==> src/rtl/video_src_mux.sv <==
// rtl/video_src_mux.sv - frame-boundary N-channel video source selector with per-channel vsync watchdog
// Optional feature macro: VIDEO_SRC_MUX_AUTO_FAILOVER_EN (auto-switch away from a channel whose vsync dies)
module video_src_mux #(
    parameter int NUM_CH  = 4,
    parameter int DATA_W  = 16,
    parameter int TIMEOUT = 2000000,
    parameter int CH_W    = $clog2(NUM_CH)
) (
    input  logic                     clk,
    input  logic                     rst,
    input  logic [NUM_CH-1:0]        in_vsync,
    input  logic [NUM_CH-1:0]        in_de,
    input  logic [NUM_CH*DATA_W-1:0] in_data,
    input  logic [CH_W-1:0]          sel_req,
    input  logic                     sel_req_valid,
    output logic                     out_vsync,
    output logic                     out_de,
    output logic [DATA_W-1:0]        out_data,
    output logic [CH_W-1:0]          sel_active,
    output logic                     switching,
    output logic                     switch_done,
    output logic                     req_err,
    output logic [NUM_CH-1:0]        ch_alive,
    output logic [15:0]              frame_cnt
);

    localparam int              CNT_W    = $clog2(TIMEOUT + 1);
    localparam logic [CNT_W-1:0] TMO     = CNT_W'(TIMEOUT);
    localparam logic [CNT_W-1:0] TMO_M1  = CNT_W'(TIMEOUT - 1);
    localparam logic [CH_W:0]   NUM_CH_V = (CH_W + 1)'(NUM_CH);

    typedef enum logic [1:0] {
        ST_STREAM   = 2'd0,
        ST_WAIT_END = 2'd1,
        ST_WAIT_NEW = 2'd2
    } state_t;

    state_t              r_state;
    state_t              w_state_nxt;
    logic [CH_W-1:0]     r_tgt;
    logic [CH_W-1:0]     w_tgt_nxt;
    logic [CH_W-1:0]     w_sel_nxt;
    logic [CNT_W-1:0]    r_tmr;
    logic                w_tmr_clr;
    logic                w_tmo;
    logic                w_done;

    logic [NUM_CH-1:0]   r_vs_d;
    logic [NUM_CH-1:0]   w_rise;
    logic [CNT_W-1:0]    r_wd_cnt [NUM_CH];
    logic                r_out_vs_d;

    logic                w_ext_ok;
    logic                w_auto_v;
    logic                w_rq_v;
    logic [CH_W-1:0]     w_rq_ch;
    logic                w_blank;
    logic [DATA_W-1:0]   w_fwd_data;

    assign w_rise = in_vsync & ~r_vs_d;

    // Per-channel watchdog: a rising edge always wins over saturation.
    always_ff @(posedge clk) begin
        if (rst) begin
            r_vs_d   <= '0;
            ch_alive <= '0;
            for (int k = 0; k < NUM_CH; k++) r_wd_cnt[k] <= '0;
        end else begin
            r_vs_d <= in_vsync;
            for (int k = 0; k < NUM_CH; k++) begin
                if (w_rise[k]) begin
                    r_wd_cnt[k] <= '0;
                    ch_alive[k] <= 1'b1;
                end else if (r_wd_cnt[k] != TMO) begin
                    r_wd_cnt[k] <= r_wd_cnt[k] + CNT_W'(1);
                    if (r_wd_cnt[k] == TMO_M1) ch_alive[k] <= 1'b0;
                end
            end
        end
    end

    assign w_ext_ok = sel_req_valid && ({1'b0, sel_req} < NUM_CH_V);

`ifdef VIDEO_SRC_MUX_AUTO_FAILOVER_EN
    logic [NUM_CH-1:0] r_alive_d;
    logic [CH_W-1:0]   w_auto_ch;

    always_ff @(posedge clk) begin
        if (rst) r_alive_d <= '0;
        else     r_alive_d <= ch_alive;
    end

    always_comb begin
        w_auto_ch = '0;
        for (int k = NUM_CH - 1; k >= 0; k--) begin
            if (ch_alive[k]) w_auto_ch = CH_W'(k);
        end
    end

    // External strobes (even out-of-range ones) shadow the internal request.
    assign w_auto_v = (r_state == ST_STREAM) && r_alive_d[sel_active] && !ch_alive[sel_active]
                      && (|ch_alive) && !sel_req_valid;
`else
    logic [CH_W-1:0] w_auto_ch;
    assign w_auto_ch = '0;
    assign w_auto_v  = 1'b0;
`endif

    assign w_rq_v  = sel_req_valid ? w_ext_ok : w_auto_v;
    assign w_rq_ch = sel_req_valid ? sel_req : w_auto_ch;
    assign w_tmo   = (r_tmr == TMO_M1);

    always_comb begin
        w_state_nxt = r_state;
        w_tgt_nxt   = r_tgt;
        w_sel_nxt   = sel_active;
        w_tmr_clr   = 1'b0;
        w_done      = 1'b0;
        case (r_state)
            ST_STREAM: begin
                if (w_rq_v && (w_rq_ch != sel_active)) begin
                    w_tgt_nxt   = w_rq_ch;
                    w_state_nxt = ST_WAIT_END;
                end
            end
            ST_WAIT_END: begin
                if (w_rq_v && (w_rq_ch == sel_active)) begin
                    w_state_nxt = ST_STREAM;
                end else begin
                    if (w_rq_v) w_tgt_nxt = w_rq_ch;
                    if (w_rise[sel_active] || w_tmo) w_state_nxt = ST_WAIT_NEW;
                end
            end
            ST_WAIT_NEW: begin
                if (w_rq_v && (w_rq_ch != r_tgt)) begin
                    w_tgt_nxt = w_rq_ch;
                    w_tmr_clr = 1'b1;
                end else if (w_rise[r_tgt] || w_tmo) begin
                    w_sel_nxt   = r_tgt;
                    w_state_nxt = ST_STREAM;
                    w_done      = 1'b1;
                end
            end
            default: w_state_nxt = ST_STREAM;
        endcase
    end

    // Outputs follow the next state so the new channel's vsync-rise cycle is its first forwarded one.
    assign w_blank    = (w_state_nxt == ST_WAIT_NEW);
    assign w_fwd_data = in_data[int'(w_sel_nxt) * DATA_W +: DATA_W];

    always_ff @(posedge clk) begin
        if (rst) begin
            r_state     <= ST_STREAM;
            r_tgt       <= '0;
            r_tmr       <= '0;
            r_out_vs_d  <= 1'b0;
            sel_active  <= '0;
            switching   <= 1'b0;
            switch_done <= 1'b0;
            req_err     <= 1'b0;
            out_vsync   <= 1'b0;
            out_de      <= 1'b0;
            out_data    <= '0;
            frame_cnt   <= '0;
        end else begin
            r_state     <= w_state_nxt;
            r_tgt       <= w_tgt_nxt;
            if ((w_state_nxt != r_state) || w_tmr_clr) r_tmr <= '0;
            else if (r_tmr != TMO)                      r_tmr <= r_tmr + CNT_W'(1);
            sel_active  <= w_sel_nxt;
            switching   <= (w_state_nxt != ST_STREAM);
            switch_done <= w_done;
            req_err     <= sel_req_valid && !w_ext_ok;
            out_vsync   <= w_blank ? 1'b1 : in_vsync[w_sel_nxt];
            out_de      <= w_blank ? 1'b0 : in_de[w_sel_nxt];
            out_data    <= w_blank ? '0 : w_fwd_data;
            r_out_vs_d  <= out_vsync;
            frame_cnt   <= frame_cnt + 16'(out_vsync & ~r_out_vs_d);
        end
    end

endmodule

==> config.mk <==
export PLATFORM = sky130hd
export DESIGN_NAME = video_src_mux
export DESIGN_NICKNAME = d
export VERILOG_FILES = /design/src/rtl/video_src_mux.sv
export SDC_FILE = /design/constraint.sdc
export NUM_CORES = 1
export LEC_CHECK = 0
export BUFFER_PORTS_ARGS = -buffer_cell sky130_fd_sc_hd__buf_4
export CORE_UTILIZATION = 40
export CTS_CLUSTER_SIZE = 8
export DETAILED_ROUTE_END_ITERATION = 12
export GPL_TIMING_DRIVEN = 0
export HOLD_SLACK_MARGIN = 0.03
export PLACE_DENSITY = 0.64
export SETUP_SLACK_MARGIN = 0.15
export SYNTH_ARGS = -nofsm -noshare
export SYNTH_HDL_FRONTEND = slang
export SYNTH_SLANG_ARGS = --single-unit
==> constraint.sdc <==
create_clock -name clk -period 4.2 [get_ports clk]
set_clock_uncertainty 0.15 [all_clocks]
set_input_delay 0.42 -clock clk [delete_from_list [all_inputs] [get_ports clk]]
set_output_delay 0.42 -clock clk [all_outputs]
set_load 0.02 [all_outputs]
==> out/metrics.yaml, run 1 <==
power.total_mw: 3.45
ir_worst_vdd_uv: 281
syn_nets: 947
regArea_um2: 3960
drt-initial-drc-count: 298
portBuffers: 118
synth-warning-count: 0
syn_area_per_cell_um2: 9.73
gr-total-overflow: 0
drv_slew: 0
outcome: "completed"
p_leak_nw: 3.86
yosysUniqueCellTypes: 58
rsz0062_at_grt: "false"
core_um2: 20400
power_density_nw_per_um2: 339
ff2ff_setup_slack_ns: 1.17
timing.final.ws_setup_ns: 1.17
final_util: 0.499
synth-main-ff-cell: "edfxtp_1"
clk_path_buf_depth: 2
hpwl_mm: 14.2
clock-sinks: 156
pin_count: 120
n_fill_cell: 1902
grtUsageTotal: 0.184
period_share: 0.721
cts-buffers-inserted: 17
synth_area_um2: 8340
synth_largest_area_cell: "edfxtp_1"
worstSetupPathType: "reg -> reg"
tightest_slew_ns: 0.983
hold_slack_ns: 0.0994
dieArea_um2: 21400
max_slew_margin: 0.343
root_buffer: "clkbuf_16"
first_pass_iters: 5
multi_input_area_um2: 4010
cts_hold_buf: 0
die_y_um: 146
initial_core_util: 0.410
setup_viol: 0
htree_levels: 4
postCtsResizedCells: 0
wl_mm: 19.3
mostFrequentLayoutCells: "nor2_1 (169), buf_4 (120), edfxtp_1 (84)"
slowest_delay_ns: 0.56
arrival_ns: 3.17
min_to: "r_vs_d[1]"
viasPerCell: 5.09
area_growth_pct: 21.7
hold_path_depth: 2
start_kind: "flop"
num_rows: 52
hold_path_class: "in -> reg"
ys_seq_area_frac: 0.475
yosys_register_bits: 156
detail-route-antenna-nets: 0
fin_tns_setup_ns: 0
async_flop_share: 0
pre_cts_ws_ns: 1.17
insertion_delay_ns: 0.43
vias: 6500
antenna_found_initial: 0
timing.rr.start: "r_tmr[8]"
final_common_cell: "nor2_1"
dieWidth_um: 146
clk_pin_slew_ns: 0.07
cp_max_fo: 10
grt_pass1_vias: 6168
drv_cap: 0
gp_congestion: 0.817
drc: 0
min_period_ns: 3.03
reg2reg_to: "out_data[0]"
cts_tree: "yes"
wl_per_cell_um: 15.1
r2r_cells: 8
min_from: "in_vsync[1]"
cts_setup_buffers: 0
max_freq_mhz: 330
nets: 1084
syn_inst: 858
grt_pass1_wl_mm: 31.3
worstPathRequired_ns: 4.34
grt_max_degree: 22
hold_viol: 0
worstPathCellList: "or4_4 -> nor4_4 -> a311oi_1 -> a211oi_1 -> or3_1 -> buf_6 -> buf_12 -> a211oi_2"
critical-path-slowest-cell: "or4_4"
netlist.area_leader.share: 0.302
endpoint_kind: "flop"
ys_top_cells_by_area: "edfxtp_1 (30%), dfxtp_1 (17%), nor2_1 (7.6%)"
synth-edff-count: 84
antenna_cells: 0
drive_above_1_share: 0.186
through the flow:
step           instance area (um2)  instances
2_1_floorplan                 8340        858
3_3_place_gp                  9570       1246
3_5_place_dp                  9570       1246
4_1_cts                      10200       1278
5_1_grt                      10200       1278
6_report                     10200       1278
state kept, by name (all words and copies together), names as in the netlist:
| name | count |
|---|---|
| frame_cnt | 16 |
| r_wd_cnt | 84 |
| switching | 1 |
| r_tgt | 2 |
| r_out_vs_d | 1 |
| out_vsync | 1 |
| r_tmr | 21 |
| switch_done | 1 |
| out_data | 16 |
| ch_alive | 4 |
| sel_active | 2 |
| r_vs_d | 4 |
| r_state | 2 |
| out_de | 1 |
Yosys cell counts, types with 3 or more instances:
master	count
nand2b_1	4
nor2b_1	14
or3_1	10
buf_6	3
dfxtp_1	72
nand3_1	40
a211oi_2	11
and4_1	9
nand3b_1	4
clkbuf_1	18
nor2_1	169
mux2i_1	24
o21ai_0	11
buf_1	3
a211oi_1	26
a21oi_1	14
nor3_1	19
ha_1	12
a2111oi_0	18
or4_1	3
edfxtp_1	84
nor4b_1	5
and3_1	8
inv_1	46
buf_2	6
xor2_1	55
nand2_1	47
nand4_1	28
xnor2_1	53
nor4_1	5
area by class of cell:
type,count,share of cell area
tap,270,0.0333
clock inverter,12,0.0105
clock buffer,20,0.0472
multi-input combinational,622,0.395
timing repair buffer,118,0.0872
buffer,34,0.0195
inverter,46,0.0170
sequential,156,0.390
critical path, delay by kind of cell, from the launching register on:
| kind | cells | cell delay, ns |
|---|---|---|
| flops | 1 | 0.36 |
| compound gates | 3 | 0.79 |
| buf+inv | 2 | 0.29 |
| simple gates | 3 | 1.29 |
report_power, final:
group	leakage (nW)	internal, mW	switching, mW
clock network	0.295	0.889	0.634
logic	1.95	0.131	0.148
registers	1.62	1.62	0.0198
total	3.86	2.64	0.802
how the worst max path moves through the flow:
stage	start	endpoint	slack [ns]	cells after the start
after floorplan	r_tmr[8]	out_data[0]	1.59	8
after global placement	r_tmr[8]	out_data[0]	1.16	8
after detailed placement	r_tmr[8]	out_data[0]	1.17	8
after CTS	r_tmr[8]	out_data[0]	1.15	8
after global routing	r_tmr[3]	out_de	0.91	7
final	r_tmr[8]	out_data[0]	1.17	8
kinds of logic (layout without fill, tap and decap cells):
group	after synthesis	after routing	synth area share
buffers and inverters	80	230	0.0444
muxes	26	26	0.0328
xor gates and xnor gates	108	108	0.113
other	1	1	0.000449
DFF	156	156	0.475
AOI/OAI and AO/OA	96	96	0.0927
adders and majority gates	12	12	0.0180
and+or+nand+nor	379	379	0.223
routing by layer:
layer / vias to the layer above / GRT usage / wire (um) / share of wire
li1: 3317 / - / - / -
met1: 3033 / 0.239 / 9150 / 0.47
met2: 123 / 0.296 / 9040 / 0.47
met3: 27 / 0.0522 / 838 / 0.043
met4: 0 / 0.0599 / 309 / 0.016
met5: - / 0 / 0 / 0
Power figures use the tool's default switching activity.
==> run 2: changes to the inputs <==
clock period = 2.9 ns   (was 4.2 ns; I/O delays follow)
==> out/metrics.yaml, run 2 (synthesis results as in run 1) <==
outcome: "completed"
p_leak_nw: 3.98  # +3.2%
core_um2: 20400  # unchanged
antenna_found_initial: 0  # unchanged
wl_per_cell_um: 15.3  # +0.90%
insertion_delay_ns: 0.43  # about the same
vias: 6598  # +1.5%
p_sw_frac: 0.235  # +0.00274
wl_mm: 19.7  # +1.9%
drive_above_1_share: 0.223  # +0.0370
grtUsageTotal: 0.186  # +0.00211
root_buffer: "clkbuf_16"
nets: 1096  # +1.1%
largest_register_ffs: 84  # unchanged
antenna_cells: 0  # unchanged
regMostFlops: "r_wd_cnt"
die_y_um: 146  # unchanged
hpwl_mm: 14.2  # unchanged
max_freq_mhz: 373
clk_pin_slew_ns: 0.07  # about the same
seqPwrFrac: 0.473  # -0.004
detail-route-antenna-nets: 0  # unchanged
rsz0062_at_grt: "false"
initial_core_util: 0.410  # unchanged
final_common_cell: "nor2_1"
grt_max_degree: 22  # unchanged
hold_path_class: "in -> reg"
dieWidth_um: 146  # unchanged
max_slew_margin: 0.386  # +0.0435
hold_viol: 0  # unchanged
cts_tree: "yes"
drv_slew: 0  # unchanged
switchingPower_mw: 1.19  # +48%
power_density_nw_per_um2: 478  # +41%
first_pass_iters: 5  # unchanged
htree_levels: 4  # unchanged
worstSetupPathType: "in -> reg"
ir_worst_vdd_uv: 408  # +45%
r2r_cells: 9  # +1
drt-initial-drc-count: 358  # +20%
timing.final.ws_setup_ns: 0.217  # -0.957 ns
min_period_ns: 2.68
arrival_ns: 2.83  # -0.34 ns
cp_max_fo: 10  # unchanged
drv_cap: 0  # unchanged
setup_viol: 0  # unchanged
mostFrequentLayoutCells: "nor2_1 (169), buf_4 (125), edfxtp_1 (84)"
portBuffers: 118  # unchanged
hold_path_depth: 3  # +1
area_growth_pct: 26.2
gr-total-overflow: 0  # unchanged
grt_pass1_wl_mm: 31.7  # +1.2%
comb_power_share: 0.088  # +0.007
final_util: 0.517  # +0.0186
num_rows: 52  # unchanged
power.total_mw: 5.03  # +46%
timing.rr.start: "r_tmr[8]"
pre_cts_ws_ns: -0.130  # -1.30 ns
clk_path_buf_depth: 2  # unchanged
worstPathRequired_ns: 3.05  # -1.29 ns
endpoint_kind: "flop"
clock-sinks: 156  # unchanged
clockPowerShare: 0.439  # -0.003
reg.largest.list: "r_wd_cnt (84), r_tmr (21)"
p_int_mw: 3.85  # +46%
hold_slack_ns: 0.0658  # -0.0337 ns
drc: 0  # unchanged
viasPerCell: 5.11  # +0.56%
dieArea_um2: 21400  # unchanged
tightest_slew_ns: 0.918  # -0.0653 ns
pin_count: 120  # unchanged
fin_tns_setup_ns: 0  # unchanged
grt_pass1_vias: 6240  # +1.2%
period_share: 0.925
min_from: "in_data[49]"
cts-buffers-inserted: 17  # unchanged
start_kind: "primary input"
crit_start: "sel_req[0]"
gp_congestion: 0.817  # unchanged
==> run 2: cell types whose count changed in the layout (fill, tap and decap cells not counted), moves of 4 or more <==
cell,delta
dlygate4sd3_1,+7
buf_4,+5
a2111oi_0,-10
a211oi_4,+4
a211oi_1,-13
a211oi_2,+9
clkbuf_2,+6
clkbuf_1,-6
a2111oi_2,+7
==> run 2: final cells by class <==
class                      count  area (um2)
inverter                      46         173
clock buffer                  20         479
multi-input combinational    622        4250
buffer                        34         216
clock inverter                12         106
fill                        1851        9830
tap                          270         338
sequential                   156        3970
timing repair buffer         130        1010
==> run 2: what timing repair did <==
item / 4_1_cts / 5_1_grt
endpoints found under the setup margin: 39 / 72
pin swaps: 1 / 3
hold buffers: 7 / 0
endpoints found under the hold margin: 7 / 0
gates resized for setup: 28 / 38
setup buffers: 5 / 0
==> run 2: power by group through the flow <==
stage	clock [mW]	sequential [mW]	combinational (mW)
2_1_floorplan	0	2.45	0.189
3_3_place_gp	0	2.43	0.403
3_5_place_dp	0	2.43	0.407
4_1_cts	2.26	2.38	0.430
5_1_grt	2.35	2.39	0.483
6_report	2.21	2.38	0.444
==> run 2: worst paths after layout <==
check                 to  slack (ns)
min          out_data[1]        0.07
max          out_data[0]        0.22
min reg2reg  ch_alive[1]        0.33
max reg2reg  out_data[0]        0.27
==> run 2: routing by layer <==
metal	wire (um)	vias to the layer above	GRT usage
li1	-	3343	-
met1	9210	3114	0.241
met2	9390	112	0.303
met3	759	29	0.0491
met4	340	0	0.0594
met5	0	-	0
==> run 2: worst max-delay path: stages <==
cell and delay [ns]:
dlygate4sd3_1 0.56, buf_4 0.16, xnor2_1 0.13, a21oi_2 0.33, o31a_1 0.19, buf_1 0.34, clkbuf_2 0.45, a2111oi_4 0.09
a211oi_4 0.22, a211oi_4 0.07
==> run 2: stage by stage <==
stage          std cells  area, um2
6_report            1290      10500
5_1_grt             1290      10500
4_1_cts             1290      10400
3_5_place_dp        1246       9570
3_3_place_gp        1246       9570
2_1_floorplan        858       8340
